**src/rtl/alu_shift_seq.sv**
```systemverilog
// alu_shift_seq: steps an external combinational ALU one bit per cycle for shift/rotate ops.
// Latency: N+1 cycles from accept to done (N = effective count), 1 cycle when N = 0 or op unsupported.
// Backpressure: none; start is honoured only in IDLE, and a start while busy is dropped.
// Build option ALU_SEQ_COUNT_MASK_EN: when defined only count[4:0] is used (max 31 steps).
module alu_shift_seq (
  input  logic        clk,
  input  logic        reset,
  input  logic        start,
  input  logic [4:0]  op,
  input  logic        size,
  input  logic [15:0] operand,
  input  logic [7:0]  count,
  input  logic [5:0]  flags_in,
  output logic [4:0]  alu_op,
  output logic        alu_size,
  output logic [15:0] alu_a,
  output logic [15:0] alu_b,
  output logic        alu_cy,
  input  logic [15:0] alu_r,
  input  logic [5:0]  alu_flags,
  output logic        busy,
  output logic        done,
  output logic [15:0] result,
  output logic [5:0]  flags
);

  localparam logic [4:0] ALUOP_ROL  = 5'd6;
  localparam logic [4:0] ALUOP_RORC = 5'd9;
  localparam logic [4:0] ALUOP_SHLA = 5'd13;
  localparam int         FLAG_CY    = 1;

  // Flags each op group may touch; AC (bit 0) is never written.
  localparam logic [5:0] MASK_ROT   = 6'b000110;
  localparam logic [5:0] MASK_SHIFT = 6'b111110;

  typedef enum logic [1:0] {
    S_IDLE = 2'd0,
    S_RUN  = 2'd1,
    S_DONE = 2'd2
  } state_t;

  state_t      state;
  state_t      state_nx;
  logic [4:0]  op_q;
  logic        size_q;
  logic [15:0] acc;
  logic [5:0]  flg;
  logic [7:0]  cnt;
  logic [15:0] result_q;
  logic [5:0]  flags_q;
  logic [7:0]  eff_count;
  logic        op_ok;
  logic        skip_run;
  logic [5:0]  upd_mask;
  logic [5:0]  flg_merged;

`ifdef ALU_SEQ_COUNT_MASK_EN
  assign eff_count = {3'b000, count[4:0]};
`else
  assign eff_count = count;
`endif

  assign op_ok    = (op >= ALUOP_ROL) && (op <= ALUOP_SHLA);
  assign skip_run = (eff_count == 8'd0) || !op_ok;

  // Rotates only carry CY/V; shifts also refresh the result-derived flags.
  assign upd_mask   = (op_q <= ALUOP_RORC) ? MASK_ROT : MASK_SHIFT;
  assign flg_merged = (flg & ~upd_mask) | (alu_flags & upd_mask);

  assign result = result_q;
  assign flags  = flags_q;

  // State register.
  always_ff @(posedge clk) begin
    if (reset) begin
      state <= S_IDLE;
    end else begin
      state <= state_nx;
    end
  end

  // Next-state decode and ALU drive; ALU inputs are parked at zero outside RUN.
  always_comb begin
    state_nx = state;
    alu_op   = 5'd0;
    alu_size = 1'b0;
    alu_a    = 16'd0;
    alu_b    = 16'd0;
    alu_cy   = 1'b0;
    busy     = 1'b0;
    done     = 1'b0;
    case (state)
      S_IDLE: begin
        if (start) begin
          state_nx = skip_run ? S_DONE : S_RUN;
        end
      end
      S_RUN: begin
        busy     = 1'b1;
        alu_op   = op_q;
        alu_size = size_q;
        alu_a    = acc;
        alu_b    = 16'd1;
        alu_cy   = flg[FLAG_CY];
        if (cnt == 8'd1) begin
          state_nx = S_DONE;
        end
      end
      S_DONE: begin
        busy     = 1'b1;
        done     = 1'b1;
        state_nx = S_IDLE;
      end
      default: begin
        state_nx = S_IDLE;
      end
    endcase
  end

  // Command latch, per-step accumulate, and result capture on entry to DONE.
  always_ff @(posedge clk) begin
    if (reset) begin
      op_q     <= 5'd0;
      size_q   <= 1'b0;
      acc      <= 16'd0;
      flg      <= 6'd0;
      cnt      <= 8'd0;
      result_q <= 16'd0;
      flags_q  <= 6'd0;
    end else begin
      case (state)
        S_IDLE: begin
          if (start) begin
            op_q   <= op;
            size_q <= size;
            acc    <= operand;
            flg    <= flags_in;
            cnt    <= eff_count;
            // Zero-count and unsupported ops complete with the operands untouched.
            if (skip_run) begin
              result_q <= operand;
              flags_q  <= flags_in;
            end
          end
        end
        S_RUN: begin
          acc <= alu_r;
          flg <= flg_merged;
          cnt <= cnt - 8'd1;
          if (cnt == 8'd1) begin
            result_q <= alu_r;
            flags_q  <= flg_merged;
          end
        end
        default: begin
        end
      endcase
    end
  end

endmodule

```
**config.mk**
```make
export PLATFORM = sky130hd
export DESIGN_NAME = alu_shift_seq
export DESIGN_NICKNAME = d
export VERILOG_FILES = /design/src/rtl/alu_shift_seq.sv
export SDC_FILE = /design/constraint.sdc
export NUM_CORES = 1
export LEC_CHECK = 0
export CAP_MARGIN = 20
export CORE_ASPECT_RATIO = 1.2
export CORE_MARGIN = 1.5
export CORE_UTILIZATION = 44
export CTS_CLUSTER_SIZE = 8
export DETAILED_ROUTE_END_ITERATION = 10
export GPL_ROUTABILITY_DRIVEN = 0
export PLACE_DENSITY = 0.8
export SETUP_SLACK_MARGIN = 0.02
export SLEW_MARGIN = 30
export SYNTH_ARGS = -nofsm -noshare
export SYNTH_HDL_FRONTEND = slang
export SYNTH_SLANG_ARGS = --single-unit
```
**constraint.sdc**
```tcl
create_clock -name clk -period 3.02 [get_ports clk]
set_input_delay 0.755 -clock clk [delete_from_list [all_inputs] [get_ports clk]]
set_output_delay 0.755 -clock clk [all_outputs]
set_load 0.05 [all_outputs]
```
* Yosys cells after proc, flatten, opt, wreduce, memory -nomap -nowiden *
Cells that the tools add are included.

operators by class
  $add $sub $neg = 1
  muxes and demuxes = 26
  magnitude comparators = 3
  reduce and logical (&&, ||, !) cells = 11
  eq/ne operators = 6
  bitwise gates (word level) = 4

operator list
  operator                                                           number
  two-way mux 16 bit                                                 5
  one-hot mux 16 bit (2 select lines)                                2
  two-way mux 6 bit                                                  5
  one-hot mux 6 bit (2 select lines)                                 2
  one-hot mux 8 bit (2 select lines)                                 1
  bitwise AND 6 bit                                                  2
  less-or-equal comparator 5 x 4 -> 1 bit, second input constant     2
  equality test 8 x 1 -> 1 bit, second input constant                1
  zero test 8 bit                                                    1
  two-way mux 8 bit                                                  1
  subtractor 8 x 1 -> 8 bit, second input constant                   1
  two-way mux 2 bit                                                  3
  inequality test 2 bit, second input constant                       3
  inverter 6 bit                                                     1
  OR 6 bit                                                           1
  AND reduction 2 bit                                                3
  greater-or-equal comparator 5 x 3 -> 1 bit, second input constant  1
  two-way mux 1 bit                                                  5
  two-way mux 5 bit                                                  1
  one-hot mux 2 bit (2 select lines)                                 1
  AND reduction 4 bit                                                1
  equality test 2 x 1 -> 1 bit, second input constant                1
  equality test 2 bit, second input constant                         1
  zero test 2 bit                                                    1
  5 further kinds                                                    5

word-level totals
  input port bits = 61
  register bits = 60
  output and inout bits = 63
  word-level logic and storage cells = 59

* Depth between registers and ports, before layout *
  word-level depth = 7
  gate-level depth with buffers = 7
  mapped depth without buffers = 6

* Worst setup path before layout *
OpenSTA, ideal clock, no wires.

  kind = register to output
  start point = register state[1]
  end point = output alu_a[0]
  buffers on the path = 3
  data required time = 2265 ps
  slack = -36 ps
  cell stages (with the launch flop) = 7
  data arrival time = 2301 ps
  path through = dfxtp_1 inv_1 ha_1 clkbuf_1 clkbuf_1 clkbuf_1 and2_1

on the way
  cells in the longest elaborated chain, start to end = 2

ends and longest elaborated chain
  item                          line  text
  start, declared               42    state_t state;
  start signal, assigned        78    state <= state_nx;
  equality test 2 x 1 -> 1 bit  92    case (state)
  two-way mux 16 bit            92
  end, declared                 16    output logic [15:0] alu_a,

No other way between the ends.

* Final worst setup path *
  start point = register state[1]
  end point = output busy

on the way
  cells in the longest elaborated chain, start to end = 3
  elaborated cells between the ends (all ways) = 4
  classes of those cells = eq/ne: 2; mux: 1; reduce/logical: 1

ends and longest elaborated chain
  item                                                                        line  text
  equality test 2 x 1 -> 1 bit / equality test 2 bit (equally long branches)  92
  OR reduction 2 bit (no source line) (*)                                     --
  two-way mux 1 bit (*)                                                       92
  end, declared                                                               21    output logic busy,

Mark *: on every way between the ends. The rest lies on a longest branch, timed or not.

==> reports/qor.csv <==
metric,value,unit
main area contributors after synthesis,"dfxtp_1 37%, mux2i_1 7.5%, mux2_4 7.1%",
Setup Buffers After CTS,0,
CP Max Fanout,3,
fill cell count,563,
largest net degree at the start of global routing,51,
initial detailed-routing violation count,113,
Post-CTS Resized,0,
Setup Viol. Count Final,0,
"EDFF count, synth",0,
post-synth top area cell,dfxtp_1,
number of buffer cells added on primary ports,107,
Crit Path Class,reg -> out,
worst min path class,reg -> reg,
row cnt,33,
Setup TNS Final,0,ns
drc violations,0,
layout cells sized above 1,15.65,%
GRT Resource Usage Total,21.70,%
"CTS clk-pin slew, worst paths",0.06,ns
HP Start,flags[4],
synthesized cell area,0.003186,mm^2
Max Slew Vio Count,0,
Yosys cell types,43,
critical path arrival,1.88,ns
max_slew headroom,57.15,%
startpoint type of the worst setup path,flip-flop,
CP cell instances,inv_1 > ha_1 > clkdlybuf4s50_1,
number of top-level pins,124,
delay of the slowest critical-path stage,0.81,ns
CTS H-tree lvls,3,
Post-Synth Simple-Gate Area,20.90,%
core footprint,0.006937,mm^2
xor/xnor share of the synthesized area,0,%
Peak supply drop,349.6,uV
complex-gate fraction of the synthesized area,16.14,%
yosys warns,0,
RR Startpoint,state[1],
critical path startpoint,state[1],
Synth top area share,37.08,%
Multi-input gate area,0.001800,mm^2
register area share after synthesis,37.08,%
"Top FF cell, synth",dfxtp_1,
worst skew pair latency,0.34,ns
CTS tree,built,
Tightest Pin Transition,0.6248,ns
asr flop ratio synth,0,%
total routed wirelength,7976,um
initial core utilization,45.92,%
Synth Register Bits,59,
number of global-route vias before repair,2860,
Final #Nets,522,
Root Driver,clkbuf_8,
Reg area,0.001181,mm^2
total power,0.002423,W
drt via density,5.188,
DRT antenna net count,0,
diode count,0,
TritonCTS Buffers,9,
Post-Synth Adder-Cell Area,1.964,%
Post-DP HPWL,5766,um
Leak,1.920,nW
Worst Hold Slack,0.4668,ns
hold-fix buffers at CTS,0,
Die Y-Extent,96.21,um
clk buf depth,2,
Worst path slowest cell,clkdlybuf4s50_1,
first-pass GRT wire length,12920,um
end-of-flow core utilization,68.40,%
WL/cell,14.58,um
Pwr Density,510.8,mW/mm^2
final period utilization,87.16,%
initial antenna violation count,0,
first-pass detailed-route iteration total,5,
multiplexer share of the synthesized area,15.67,%
crit path time final,2.632,ns
Hold Fails Final Rpt,0,
CP Capture Type,output port,
die outline width,80.68,um
area grow syn2layout,48.94,%
Mapped Cells,357,
CTS sink count,59,
average size of a mapped cell,8.923,um^2
outcome,"complete, no violations",
Peak Freq,0.3799,GHz
total gr overflow,0,
Max Cap Viol,0,
Vias,2838,
Layout Skew,0.009632,ns
RSZ-0062 raised after global routing,false,
Die Area,0.007762,mm^2
Worst Path Required,2.26,ns
main combinational cell family by area after synthesis,simple AND/OR/NAND/NOR gates,
-- cells by family after synthesis --
logic type | after synthesis
AO/OA/AOI/OAI | 70
buffers and inverters | 49
multiplexers | 42
flip-flops | 59
other | 1
adder cells (fa/ha/maj) | 5
AND/OR/NAND/NOR | 131
-- metal layers --
metal / vias to the layer above / part of all wire (%) / global-route usage (%)
met1: 1308 / 41 / 24.21
met4: 0 / 2.8 / 12.93
met3: 20 / 6.9 / 4.360
li1: 1407 / - / -
met5: - / 0 / 0
met2: 103 / 50 / 37.89
-- final timing paths --
| check | to | slack, ns | depth (start not counted) |
|---|---|---|---|
| max | busy | 0.39 | 3 |
| max reg2reg | result[8] | 0.88 | 6 |
| min | flags[4] | 0.47 | 2 |
| min reg2reg | flags[4] | 0.47 | 2 |
-- power breakdown --
part / total, W / leakage [nW] / internal (W) / switching (W)
combinational: 0.000719 / 1.33 / 0.000307 / 0.000412
sequential: 0.000915 / 0.486 / 0.000865 / 0.0000504
clock: 0.000789 / 0.108 / 0.000479 / 0.000310
total: 0.00242 / 1.92 / 0.00165 / 0.000772
-- cells in the mapped netlist (all sizes together) (10+ instances only) --
master,n
a21oi,16
clkbuf,16
nor2,44
inv,10
dfxtp,59
mux2,18
mux2i,24
a211oi,21
nand2,23
buf,23
and2,23
nor2b,20
-- critical path: cells and delay by family (launching register included) --
family,cells,cell delay (ns)
buf+inv,2,0.90
flops,1,0.36
fa+ha+maj,1,0.29
-- registers in the layout, indices dropped and copies added, names as in the netlist --
name and flops:
state 2, result 16, op_q 5, size_q 1, cnt 8, flags 6
flg 5, acc 16
-- placed cells by master, fill, tap and decap left out, types with 4 or more instances in the layout --
cell and n:
and2_1 23, conb_1 15, clkbuf_8 10, dfxtp_1 59
o21ai_0 8, mux2_4 15, nor3_1 5, a211oi_1 21
buf_12 28, mux2i_1 24, inv_1 10, a21oi_1 16
ha_1 4, nor2_1 44, nand2_1 23, nor2b_1 20
clkdlybuf4s50_1 82
-- area by class of cell --
| class | instances | share of cell area [%] |
|---|---|---|
| flip-flops and latches | 59 | 24.89 |
| well taps | 87 | 2.294 |
| clock buffers | 10 | 2.901 |
| clock inverters | 5 | 1.635 |
| multi-input cells | 263 | 37.95 |
| inverters | 10 | 0.7911 |
| repair buffers | 113 | 29.54 |
-- stage by stage --
stage	setup WS [ns]	cell area, um^2	std cells
after CTS	0.3709	4745	547
after global routing	0.3150	4745	547
after detailed placement	0.2070	4529	532
final	0.3879	4745	547
after global placement	0.2500	4529	532
after floorplan	0.1602	3241	371
(Power assumes the default switching activity.)
==> RTL change, RTL diff (config.mk and constraints unchanged) <==
Add a define of `ALU_SEQ_COUNT_MASK_EN`.
--- a/src/rtl/alu_shift_seq.sv
+++ b/src/rtl/alu_shift_seq.sv
@@ -2,6 +2,8 @@
 // Latency: N+1 cycles from accept to done (N = effective count), 1 cycle when N = 0 or op unsupported.
 // Backpressure: none; start is honoured only in IDLE, and a start while busy is dropped.
 // Build option ALU_SEQ_COUNT_MASK_EN: when defined only count[4:0] is used (max 31 steps).
+`define ALU_SEQ_COUNT_MASK_EN
+
 module alu_shift_seq (
   input  logic        clk,
   input  logic        reset,
Function: changed (Yosys sat finds a counterexample within 4 cycles, from zero or initial values and one cycle with reset high).
==> RTL change against the original RTL <==
Synthesized cell count shrank 2.0%; sequential cell count is the same; sequential share of layout area grew 1.3 points; setup slack lost 77 ps; hold slack lost 12 ps; synthesized area shrank 2.7%; count of clock-buffer cells in the layout grew 2; routed wire length shrank 3.4%; cell count shrank 0.91%; power shrank 1.9%; design area shrank 5.0%.
==> RTL change: results (changes against the original RTL) <==
Global route
The largest net degree at the start of global routing came to 38 (-25%). The combined global-route utilization of all metal layers is 21.0% (-0.75 points). The via count of the first global-routing pass is 2721 (-4.9%).

The number of antenna violations at the first check in global routing is 0 (unchanged). The global-route wire length before repair is 12300 um (-4.8%).

Synthesis
The count of cell types in the netlist is 45 (+4.7%). The number of synthesized flops with an enable pin came to 0 (unchanged). The commonest cells after synthesis are sky130_fd_sc_hd__dfxtp_1, sky130_fd_sc_hd__nor2_1, sky130_fd_sc_hd__and2_1. The number of synthesis warnings is 0 (unchanged). The part of the Yosys area used for sequential elements is 38.1% (+1.0 points). The biggest area consumer among synthesized cells is sky130_fd_sc_hd__dfxtp_1. Yosys attributes the largest share of cell area to sky130_fd_sc_hd__dfxtp_1, sky130_fd_sc_hd__mux2i_1, sky130_fd_sc_hd__mux2_4.

For this run, the leading register cell type out of synthesis is sky130_fd_sc_hd__dfxtp_1. The fraction of registers with async set/reset came to 0% (unchanged).

Setup path
The critical path's largest stage delay is 500 ps (-310 ps). The slowest stage of the critical path belongs to the cell sky130_fd_sc_hd__ha_2. The data arrival time of the worst path is 1950 ps (+70 ps).

The top fanout value on the critical path is 24 (+21).

CTS
Clock tree synthesis selected as its root buffer the cell sky130_fd_sc_hd__clkbuf_8. The depth of the CTS H-tree is 3 (unchanged). The count of buffers added by post-CTS timing repair for setup came to 0 (unchanged).

The maximum count of clock buffers along a single path is 2 (unchanged). The number of gates resized after cts is 0 (unchanged). The number of clock buffers inserted by TritonCTS is 9 (unchanged). For the worst-skew pair, the clock arrives at the later sink with an insertion delay of between 300 and 400 ps. The clock transition at the register clock pins on the worst setup and hold paths after CTS is 70 ps.

STA
The transition time of the tightest slew-check pin came to 765 ps (+140 ps). The final clock skew was 7.07 ps (-2.56 ps).

Final layout
The number of antenna diodes came to 0 (unchanged). The net total in the final layout was 516 (-1.1%). The share of post-route cells with drive strength above 1 came to 16.5% (+0.83 points). The filler cell count is 595 (+5.7%).

Pwr
The worst vdd rail ir drop came to 318 uV (-9.2%). The cell leakage power is 1.86 nW (-3.2%).

Detailed routing
The detailed-route vias per instance is 5.06 (-2.5%). The number of iterations in the first detailed-routing pass was 4 (-1). The number of DRC markers after the initial detailed-route iteration is 94 (-17%). The detail-routed net length per standard cell is 14.2 um (-2.5%).

Min path
The min-delay analysis places its worst path in the category reg -> reg.

Outcome
The flow ran to the end, and the final reports show no timing, DRC or antenna violations.

Place
The total of buffers placed on input and output ports is 104 (-2.8%). The HPWL after detailed placement is 5700 um (-1.1%).
[RTL change: cell types whose count changed after synthesis, sizes merged, moves of 2 or more]
| cell | change |
|---|---|
| buf | +2 |
| o21ai | -2 |
| nor2 | +2 |
| xnor2 | +3 |
| nor4 | +2 |
| o32ai | -3 |
| or4 | -2 |
| nor3 | +2 |
| nor2b | -2 |
| a211oi | -4 |
| inv | -4 |
| clkbuf | -2 |
| a21oi | -2 |
[RTL change: layer usage]
layer / wire, um / part of all wire (%) / global-route usage (%) / up-vias
met5: 0 / 0 / 0 / -
met1: 3210 / 42 / 24.3 / 1276
met2: 3960 / 51 / 37.7 / 94
li1: - / - / - / 1368
met4: 57 / 0.74 / 5.70 / 0
met3: 482 / 6.3 / 5.51 / 5
[RTL change: cell families after synthesis]
family,count (synthesis),synth area share [%]
XOR/XNOR,4,1.13
AND/OR/NAND/NOR,137,22.3
AO/OA/AOI/OAI,58,12.8
multiplexers,41,15.8
other,1,0.121
buffers and inverters,45,7.75
adder cells (fa/ha/maj),5,2.02
flip-flops,59,38.1
[RTL change: cell type report]
type                            instances  area, um2  share of cell area (%)
Timing Repair Buffer                  114       1250                    27.7
Tap cell                               87        109                    2.41
Clock buffer                           12        165                    3.66
Multi-Input combinational cell        260       1730                    38.4
Sequential cell                        59       1180                    26.2
Clock inverter                          4       47.5                    1.05
Inverter                                6       22.5                   0.499
[RTL change: worst paths after layout]
| kind | start | endpoint | slack, ps | cells after the start |
|---|---|---|---|---|
| min reg2reg | size_q$_SDFFE_PP0P_ | size_q$_SDFFE_PP0P_ | 450 | 2 |
| max | state[1]$_SDFFE_PP0P_ | alu_a[3] | 310 | 5 |
| max reg2reg | cnt[1]$_SDFFE_PP0P_ | result[13]$_SDFFE_PP0P_ | 670 | 6 |
| min | size_q$_SDFFE_PP0P_ | size_q$_SDFFE_PP0P_ | 450 | 2 |
[RTL change: critical path, delay by kind of cell, from the launching register on]
kind	cells	cell delay, ps
buffers and inverters	3	570
adder cells (fa/ha/maj)	1	500
flip-flops	1	330
AND/OR/NAND/NOR	1	210
[RTL change: power breakdown]
| part | internal [W] | switching, W | total [W] | leakage (nW) |
|---|---|---|---|---|
| Sequential | 0.000865 | 0.0000468 | 0.000912 | 0.486 |
| Combinational | 0.000299 | 0.000411 | 0.000710 | 1.26 |
| Clock | 0.000446 | 0.000310 | 0.000756 | 0.108 |
[RTL change: through the flow]
step	cell area (um2)	setup slack (ps)	instances
detailed placement	4300	108	526
finish	4510	311	542
global placement	4300	172	526
CTS	4510	296	542
floorplan	3150	161	364
global route	4510	181	542
